--- config.mk ---
export PLATFORM = sky130hd
export DESIGN_NAME = aes_job_arbiter_flat
export DESIGN_NICKNAME = d
export VERILOG_FILES = /design/src/rtl/aes_job_arbiter_if.sv /design/src/rtl/aes_job_arbiter.sv /design/src/flat_wrapper.sv
export SDC_FILE = /design/constraint.sdc
export NUM_CORES = 1
export LEC_CHECK = 0
export ABC_AREA = 1
export CORE_AREA = 2 2 398 400
export DETAILED_ROUTE_END_ITERATION = 8
export DIE_AREA = 0 0 400 402
export GPL_TIMING_DRIVEN = 0
export HOLD_SLACK_MARGIN = 0.05
export PLACE_DENSITY_LB_ADDON = 0.2
export SLEW_MARGIN = 15
export SYNTH_ARGS = -nofsm -noshare
export SYNTH_HDL_FRONTEND = slang
export SYNTH_SLANG_ARGS = --single-unit
--- constraint.sdc ---
create_clock -name clk -period 2 [get_ports clk]
set_input_delay 0.3 -clock clk [delete_from_list [all_inputs] [get_ports clk]]
set_output_delay 0.3 -clock clk [all_outputs]
set_load 0.01 [all_outputs]
--- src/rtl/aes_job_arbiter_if.sv ---
// Handshake bundle between the AES job arbiter, its two requesters, the round
// sequencer/core and the response consumer.
interface aes_job_arbiter_if;
    logic         req0;
    logic         req1;
    logic [127:0] pt0;
    logic [127:0] pt1;
    logic [127:0] key0;
    logic [127:0] key1;
    logic         gnt0;
    logic         gnt1;
    logic         core_start;
    logic [127:0] core_pt;
    logic [127:0] core_key;
    logic         core_done;
    logic [127:0] core_ct;
    logic         rsp_valid;
    logic         rsp_id;
    logic [127:0] rsp_ct;
    logic         rsp_err;
    logic         rsp_ready;
    logic         busy;

    modport slave (
        input  req0, req1, pt0, pt1, key0, key1, core_done, core_ct, rsp_ready,
        output gnt0, gnt1, core_start, core_pt, core_key,
               rsp_valid, rsp_id, rsp_ct, rsp_err, busy
    );

    modport master (
        output req0, req1, pt0, pt1, key0, key1, core_done, core_ct, rsp_ready,
        input  gnt0, gnt1, core_start, core_pt, core_key,
               rsp_valid, rsp_id, rsp_ct, rsp_err, busy
    );
endinterface

--- src/rtl/aes_job_arbiter.sv ---
// Two-requester round-robin arbiter feeding one AES core, with a held response.
// Optional RUN-cycle watchdog enabled by defining AES_ARB_TIMEOUT_EN.
module aes_job_arbiter #(
    parameter int unsigned TIMEOUT_CYC = 15
) (
    input logic              clk,
    input logic              rstn,
    aes_job_arbiter_if.slave arb_if
);

    localparam logic [1:0] ST_IDLE = 2'd0;
    localparam logic [1:0] ST_RUN  = 2'd1;
    localparam logic [1:0] ST_GAP  = 2'd2;
    localparam logic [1:0] ST_RESP = 2'd3;

    if (TIMEOUT_CYC < 12 || TIMEOUT_CYC > 255) begin : gBadTimeout
        $error("TIMEOUT_CYC must lie in 12..255");
    end

    logic [1:0]   state_q, state_d;
    logic         rr_q, rr_d;
    logic         jobId_q, jobId_d;
    logic [127:0] corePt_q, corePt_d;
    logic [127:0] coreKey_q, coreKey_d;
    logic [127:0] rspCt_q, rspCt_d;
    logic         grantAny;
    logic         grantId;
    logic         timeoutHit;

    // Both requests pending goes to the rr pointer; a lone request always wins.
    assign grantAny = (state_q == ST_IDLE) && (arb_if.req0 || arb_if.req1);
    assign grantId  = (arb_if.req0 && arb_if.req1) ? rr_q : arb_if.req1;

    always_comb begin
        state_d   = state_q;
        rr_d      = rr_q;
        jobId_d   = jobId_q;
        corePt_d  = corePt_q;
        coreKey_d = coreKey_q;
        rspCt_d   = rspCt_q;
        case (state_q)
            ST_IDLE: begin
                if (grantAny) begin
                    state_d   = ST_RUN;
                    rr_d      = ~grantId;
                    jobId_d   = grantId;
                    corePt_d  = grantId ? arb_if.pt1  : arb_if.pt0;
                    coreKey_d = grantId ? arb_if.key1 : arb_if.key0;
                end
            end
            ST_RUN: begin
                if (arb_if.core_done) begin
                    rspCt_d = arb_if.core_ct;
                    state_d = ST_GAP;
                end else if (timeoutHit) begin
                    rspCt_d = '0;
                    state_d = ST_GAP;
                end
            end
            ST_GAP: begin
                state_d = ST_RESP;
            end
            default: begin
                if (arb_if.rsp_ready) begin
                    state_d = ST_IDLE;
                end
            end
        endcase
    end

    always_ff @(posedge clk or negedge rstn) begin
        if (!rstn) begin
            state_q   <= ST_IDLE;
            rr_q      <= 1'b0;
            jobId_q   <= 1'b0;
            corePt_q  <= '0;
            coreKey_q <= '0;
            rspCt_q   <= '0;
        end else begin
            state_q   <= state_d;
            rr_q      <= rr_d;
            jobId_q   <= jobId_d;
            corePt_q  <= corePt_d;
            coreKey_q <= coreKey_d;
            rspCt_q   <= rspCt_d;
        end
    end

`ifdef AES_ARB_TIMEOUT_EN
    localparam logic [7:0] RUN_LIMIT = 8'(TIMEOUT_CYC - 1);

    logic [7:0] runCnt_q, runCnt_d;
    logic       rspErr_q, rspErr_d;

    // The counter rests at zero outside RUN, so every job starts counting fresh.
    assign timeoutHit = (state_q == ST_RUN) && (runCnt_q == RUN_LIMIT);

    always_comb begin
        runCnt_d = '0;
        rspErr_d = rspErr_q;
        if (state_q == ST_RUN) begin
            runCnt_d = runCnt_q + 8'd1;
            if (arb_if.core_done) begin
                rspErr_d = 1'b0;
            end else if (timeoutHit) begin
                rspErr_d = 1'b1;
            end
        end
    end

    always_ff @(posedge clk or negedge rstn) begin
        if (!rstn) begin
            runCnt_q <= '0;
            rspErr_q <= 1'b0;
        end else begin
            runCnt_q <= runCnt_d;
            rspErr_q <= rspErr_d;
        end
    end

    assign arb_if.rsp_err = rspErr_q;
`else
    assign timeoutHit     = 1'b0;
    assign arb_if.rsp_err = 1'b0;
`endif

    // Grants are gated by rstn so a request held through reset is not acknowledged.
    assign arb_if.gnt0       = rstn && grantAny && !grantId;
    assign arb_if.gnt1       = rstn && grantAny && grantId;
    assign arb_if.core_start = (state_q == ST_RUN);
    assign arb_if.core_pt    = corePt_q;
    assign arb_if.core_key   = coreKey_q;
    assign arb_if.rsp_valid  = (state_q == ST_RESP);
    assign arb_if.rsp_id     = jobId_q;
    assign arb_if.rsp_ct     = rspCt_q;
    assign arb_if.busy       = (state_q != ST_IDLE);

endmodule

--- src/flat_wrapper.sv ---
// flat-port wrapper written by rule: the top's interface ports become plain ports
module aes_job_arbiter_flat 
#(
    parameter int unsigned TIMEOUT_CYC = 15
)
  (clk, rstn, arb_if_req0, arb_if_req1, arb_if_pt0, arb_if_pt1, arb_if_key0, arb_if_key1, arb_if_core_done, arb_if_core_ct, arb_if_rsp_ready, arb_if_gnt0, arb_if_gnt1, arb_if_core_start, arb_if_core_pt, arb_if_core_key, arb_if_rsp_valid, arb_if_rsp_id, arb_if_rsp_ct, arb_if_rsp_err, arb_if_busy);
  aes_job_arbiter_if arb_if_i ();
  input logic clk;
  input logic rstn;
  input wire logic [$bits(arb_if_i.req0)-1:0] arb_if_req0;
  input wire logic [$bits(arb_if_i.req1)-1:0] arb_if_req1;
  input wire logic [$bits(arb_if_i.pt0)-1:0] arb_if_pt0;
  input wire logic [$bits(arb_if_i.pt1)-1:0] arb_if_pt1;
  input wire logic [$bits(arb_if_i.key0)-1:0] arb_if_key0;
  input wire logic [$bits(arb_if_i.key1)-1:0] arb_if_key1;
  input wire logic [$bits(arb_if_i.core_done)-1:0] arb_if_core_done;
  input wire logic [$bits(arb_if_i.core_ct)-1:0] arb_if_core_ct;
  input wire logic [$bits(arb_if_i.rsp_ready)-1:0] arb_if_rsp_ready;
  output wire logic [$bits(arb_if_i.gnt0)-1:0] arb_if_gnt0;
  output wire logic [$bits(arb_if_i.gnt1)-1:0] arb_if_gnt1;
  output wire logic [$bits(arb_if_i.core_start)-1:0] arb_if_core_start;
  output wire logic [$bits(arb_if_i.core_pt)-1:0] arb_if_core_pt;
  output wire logic [$bits(arb_if_i.core_key)-1:0] arb_if_core_key;
  output wire logic [$bits(arb_if_i.rsp_valid)-1:0] arb_if_rsp_valid;
  output wire logic [$bits(arb_if_i.rsp_id)-1:0] arb_if_rsp_id;
  output wire logic [$bits(arb_if_i.rsp_ct)-1:0] arb_if_rsp_ct;
  output wire logic [$bits(arb_if_i.rsp_err)-1:0] arb_if_rsp_err;
  output wire logic [$bits(arb_if_i.busy)-1:0] arb_if_busy;
  assign arb_if_i.req0 = arb_if_req0;
  assign arb_if_i.req1 = arb_if_req1;
  assign arb_if_i.pt0 = arb_if_pt0;
  assign arb_if_i.pt1 = arb_if_pt1;
  assign arb_if_i.key0 = arb_if_key0;
  assign arb_if_i.key1 = arb_if_key1;
  assign arb_if_i.core_done = arb_if_core_done;
  assign arb_if_i.core_ct = arb_if_core_ct;
  assign arb_if_i.rsp_ready = arb_if_rsp_ready;
  assign arb_if_gnt0 = arb_if_i.gnt0;
  assign arb_if_gnt1 = arb_if_i.gnt1;
  assign arb_if_core_start = arb_if_i.core_start;
  assign arb_if_core_pt = arb_if_i.core_pt;
  assign arb_if_core_key = arb_if_i.core_key;
  assign arb_if_rsp_valid = arb_if_i.rsp_valid;
  assign arb_if_rsp_id = arb_if_i.rsp_id;
  assign arb_if_rsp_ct = arb_if_i.rsp_ct;
  assign arb_if_rsp_err = arb_if_i.rsp_err;
  assign arb_if_busy = arb_if_i.busy;
  aes_job_arbiter #(.TIMEOUT_CYC(TIMEOUT_CYC)) u_core (.clk(clk), .rstn(rstn), .arb_if(arb_if_i));
endmodule
==> flow_summary.yaml <==
yosys:
  yosysTopAreaCellShare_pct: 50.7
  ys_types: 19
  yosys-top-cells-count: "nand2_1 (780), dfrtp_1 (388), inv_1 (262)"
  ys_seq_area_share_pct: 50.7
  syn-cell-area_um2: 19100
  async_flop_share_pct: 100
  syn-instance-count: 2246
  netlist.top_cell.by_area: "dfrtp_1"
  yosysMostFrequentCell: "nand2_1"
  synth_edf_count: 0
  synth_seq_cells: 388
  synth_nets: 2896
  syn_avg_cell_area_um2: 8.52
  ys.flop_type: "dfrtp_1"
  synth_warnings: 0
  synth_area_leaders: "dfrtp_1 (51%), nand2_1 (15%), nand3b_1 (10%), mux2_2 (7.5%), nand3_1 (6.7%)"
clocking:
  clkSinkCount: 388
  insertion_delay_ps: 670
  cts_buffers: 55
  cts_tree: "yes"
  clk_pin_slew_ps: 60
  cts.htree.levels: 2
  cts_buffer_depth: 3
  clk_root_buffer_cell: "clkbuf_16"
sta:
  holdWs_ps: -468
  clock_skew_ps: 40.9
  fin_crit_sh_pct: 111
  setup_viol: 2
  max_slew_margin_pct: 50.4
  worst_slew_pin_slew_ps: 744
  rsz0062_at_grt: "true"
  max_freq_mhz: 448
  min_period_ps: 2230
  setup-tns-final_ps: -349
  drv_slew: 0
  setup_slack_ps: -230
  hold_viol: 78
worst_setup_path:
  worstRegToRegCells: 9
  crit_end: "arb_if_gnt0"
  r2r-start: "u_core.state_q[1]"
  arrival_ps: 1930
  cp-end-kind: "primary output"
  critical_path_required_ps: 1700
  critPathSlowestCell: "dfrtp_1"
  crit_top_cell: "inv_2"
  rr_endpoint: "u_core.arb_if.core_pt[44]"
  startpoint_type: "register"
  cpPeakStageDelay_ps: 400
  critPathMaxFanout: 2
  cp_num_buf_inv: 5
  cp-startpoint: "u_core.state_q[1]"
  reg2reg_slack_ps: 40
  crit_cells: 8
  path_class: "register to primary output"
  path_delay_family: "buffers and inverters"
  cp_cell_sequence: "inv_2 -> ha_4 -> inv_2 -> nor2_4 -> inv_4 -> buf_8 -> nor3_2 -> buf_4"
routing:
  drt_iter0_markers: 1125
  ant_nets: 0
  wl_per_cell_um: 21.6
  routed_wl_mm: 119
  vias: 19600
  drc: 0
  drt-pass1-iter-count: 4
  routed_via_density: 3.57
die:
  core_um2: 157000
  die_h_um: 402
  num_io_pins: 1037
  initial_utilization_pct: 12.2
  die_area_um2: 161000
  rows: 146
  die_x_um: 400
power_and_ir_drop:
  powerDensity_nw_per_um2: 1420
  irDropWorstVdd_mv: 0.628
  p_leak_uw: 0.0160
flow_run:
  maxCapViolCount: 0
layout:
  final_core_util_pct: 22.0
  synthToLayoutAreaGrowth_pct: 80.5
  layout-drive-gt1-share_pct: 11.3
  fin_nets: 4010
placement:
  routabilityCongestion: 0.847
  port_buffers: 1034
  post-dp-hpwl_mm: 95.5
global_routing:
  antenna_found_initial: 42
  grt_max_degree: 90
  grt_pass1_vias: 20300
  gr-total-overflow: 0
  grt_pass1_wl_mm: 160
  grt_use_total_pct: 14.1
run_status:
  status: "complete, but fails checks"
  failed_checks: "hold timing, setup timing"
hold_path:
  hold_path.class: "input port to asynchronous set/reset pin"
[cell usage in the layout (no fill, tap or decap), types with 15 or more instances in the layout]
master | Yosys | routed
clkdlybuf4s50_1 | 0 | 951
mux2_2 | 128 | 128
dlygate4sd2_1 | 0 | 64
clkbuf_1 | 46 | 46
buf_4 | 6 | 41
clkbuf_8 | 0 | 15
inv_1 | 262 | 258
nand3_1 | 257 | 255
buf_2 | 96 | 70
clkbuf_16 | 0 | 55
dfrtp_1 | 388 | 382
nand3b_1 | 256 | 256
nand2_1 | 780 | 778
[layer usage]
layer,GRT usage (%),vias up,part of all wire [%]
met5,0,-,0.12
met3,5.57,144,9.6
li1,-,9310,-
met1,15.9,9410,39
met4,3.27,22,2.2
met2,24.6,709,49
[power breakdown]
| part | switching [uW] | leakage, uW | internal (uW) |
|---|---|---|---|
| Sequential | 2310 | 0.00466 | 11900 |
| Clock | 4400 | 0.000972 | 6510 |
| Combinational | 12300 | 0.0103 | 11500 |
[through the flow]
stage	power, uW	worst slack, ps	instance area, um2	instances
global route	52300	-317	34500	5480
floorplan	23600	281	19100	2246
global placement	38800	-20130	32100	5352
finish	49000	-230	34500	5482
CTS	50000	-261	34400	5474
detailed placement	38600	-979	32200	5356
[worst min path at each step]
stage | to | slack (ps) | depth (start not counted)
finish | u_core.arb_if.core_pt[32] | -470 | 1
global placement | u_core.arb_if.rsp_id | 460 | 2
CTS | u_core.arb_if.core_pt[34] | -440 | 1
detailed placement | u_core.arb_if.core_pt[32] | 310 | 1
floorplan | u_core.arb_if.core_key[0] | 4 | 0
global route | u_core.arb_if.core_pt[32] | -480 | 1
[layout make-up]
class | instances | area [um2]
Antenna cell | 5 | 12.5
Buffer | 155 | 837
Clock buffer | 76 | 1600
Clock inverter | 26 | 395
Fill cell | 17500 | 123000
Inverter | 264 | 996
Multi-Input combinational cell | 1438 | 7770
Sequential cell | 388 | 9720
Tap cell | 2072 | 2590
Timing Repair Buffer | 1058 | 10600
[cell families (layout without fill, tap and decap cells)]
logic type               after synthesis  in the layout  share of synthesized area, %
AND/OR/NAND/NOR                     1304           1304                          32.4
buffers and inverters                420           1579                          8.99
flip-flops                           388            388                          50.7
multiplexers                         128            128                          7.53
adder cells (fa/ha/maj)                4              4                         0.262
other                                  1              6                        0.0196
AO/OA/AOI/OAI                          1              1                        0.0393
[timing repair]
| item | 4_1_cts | 5_1_grt |
|---|---|---|
| endpoints found under the hold margin | 63 | 131 |
| setup buffers | 16 | 1 |
| pin swaps | 3 | 1 |
| gates resized for setup | 142 | 31 |
| setup endpoints to repair | 381 | 86 |
[sequential cells by signal (all words and copies together) (netlist names)]
| name | count |
|---|---|
| u_core.arb_if.core_key | 128 |
| u_core.arb_if.core_pt | 128 |
| u_core.arb_if.rsp_ct | 128 |
| u_core.state_q | 2 |
| u_core.arb_if.rsp_id | 1 |
| u_core.rr_q | 1 |
[worst reg2reg max path, stage by stage (launching register included)]
cell and delay, ps:
dfrtp_1 400, inv_2 90, ha_4 150, inv_2 50
nor2_4 170, buf_4 220, buf_6 220, buf_2 290
nand3_2 210, nand2_1 110
Power figures use the tool's default switching activity.
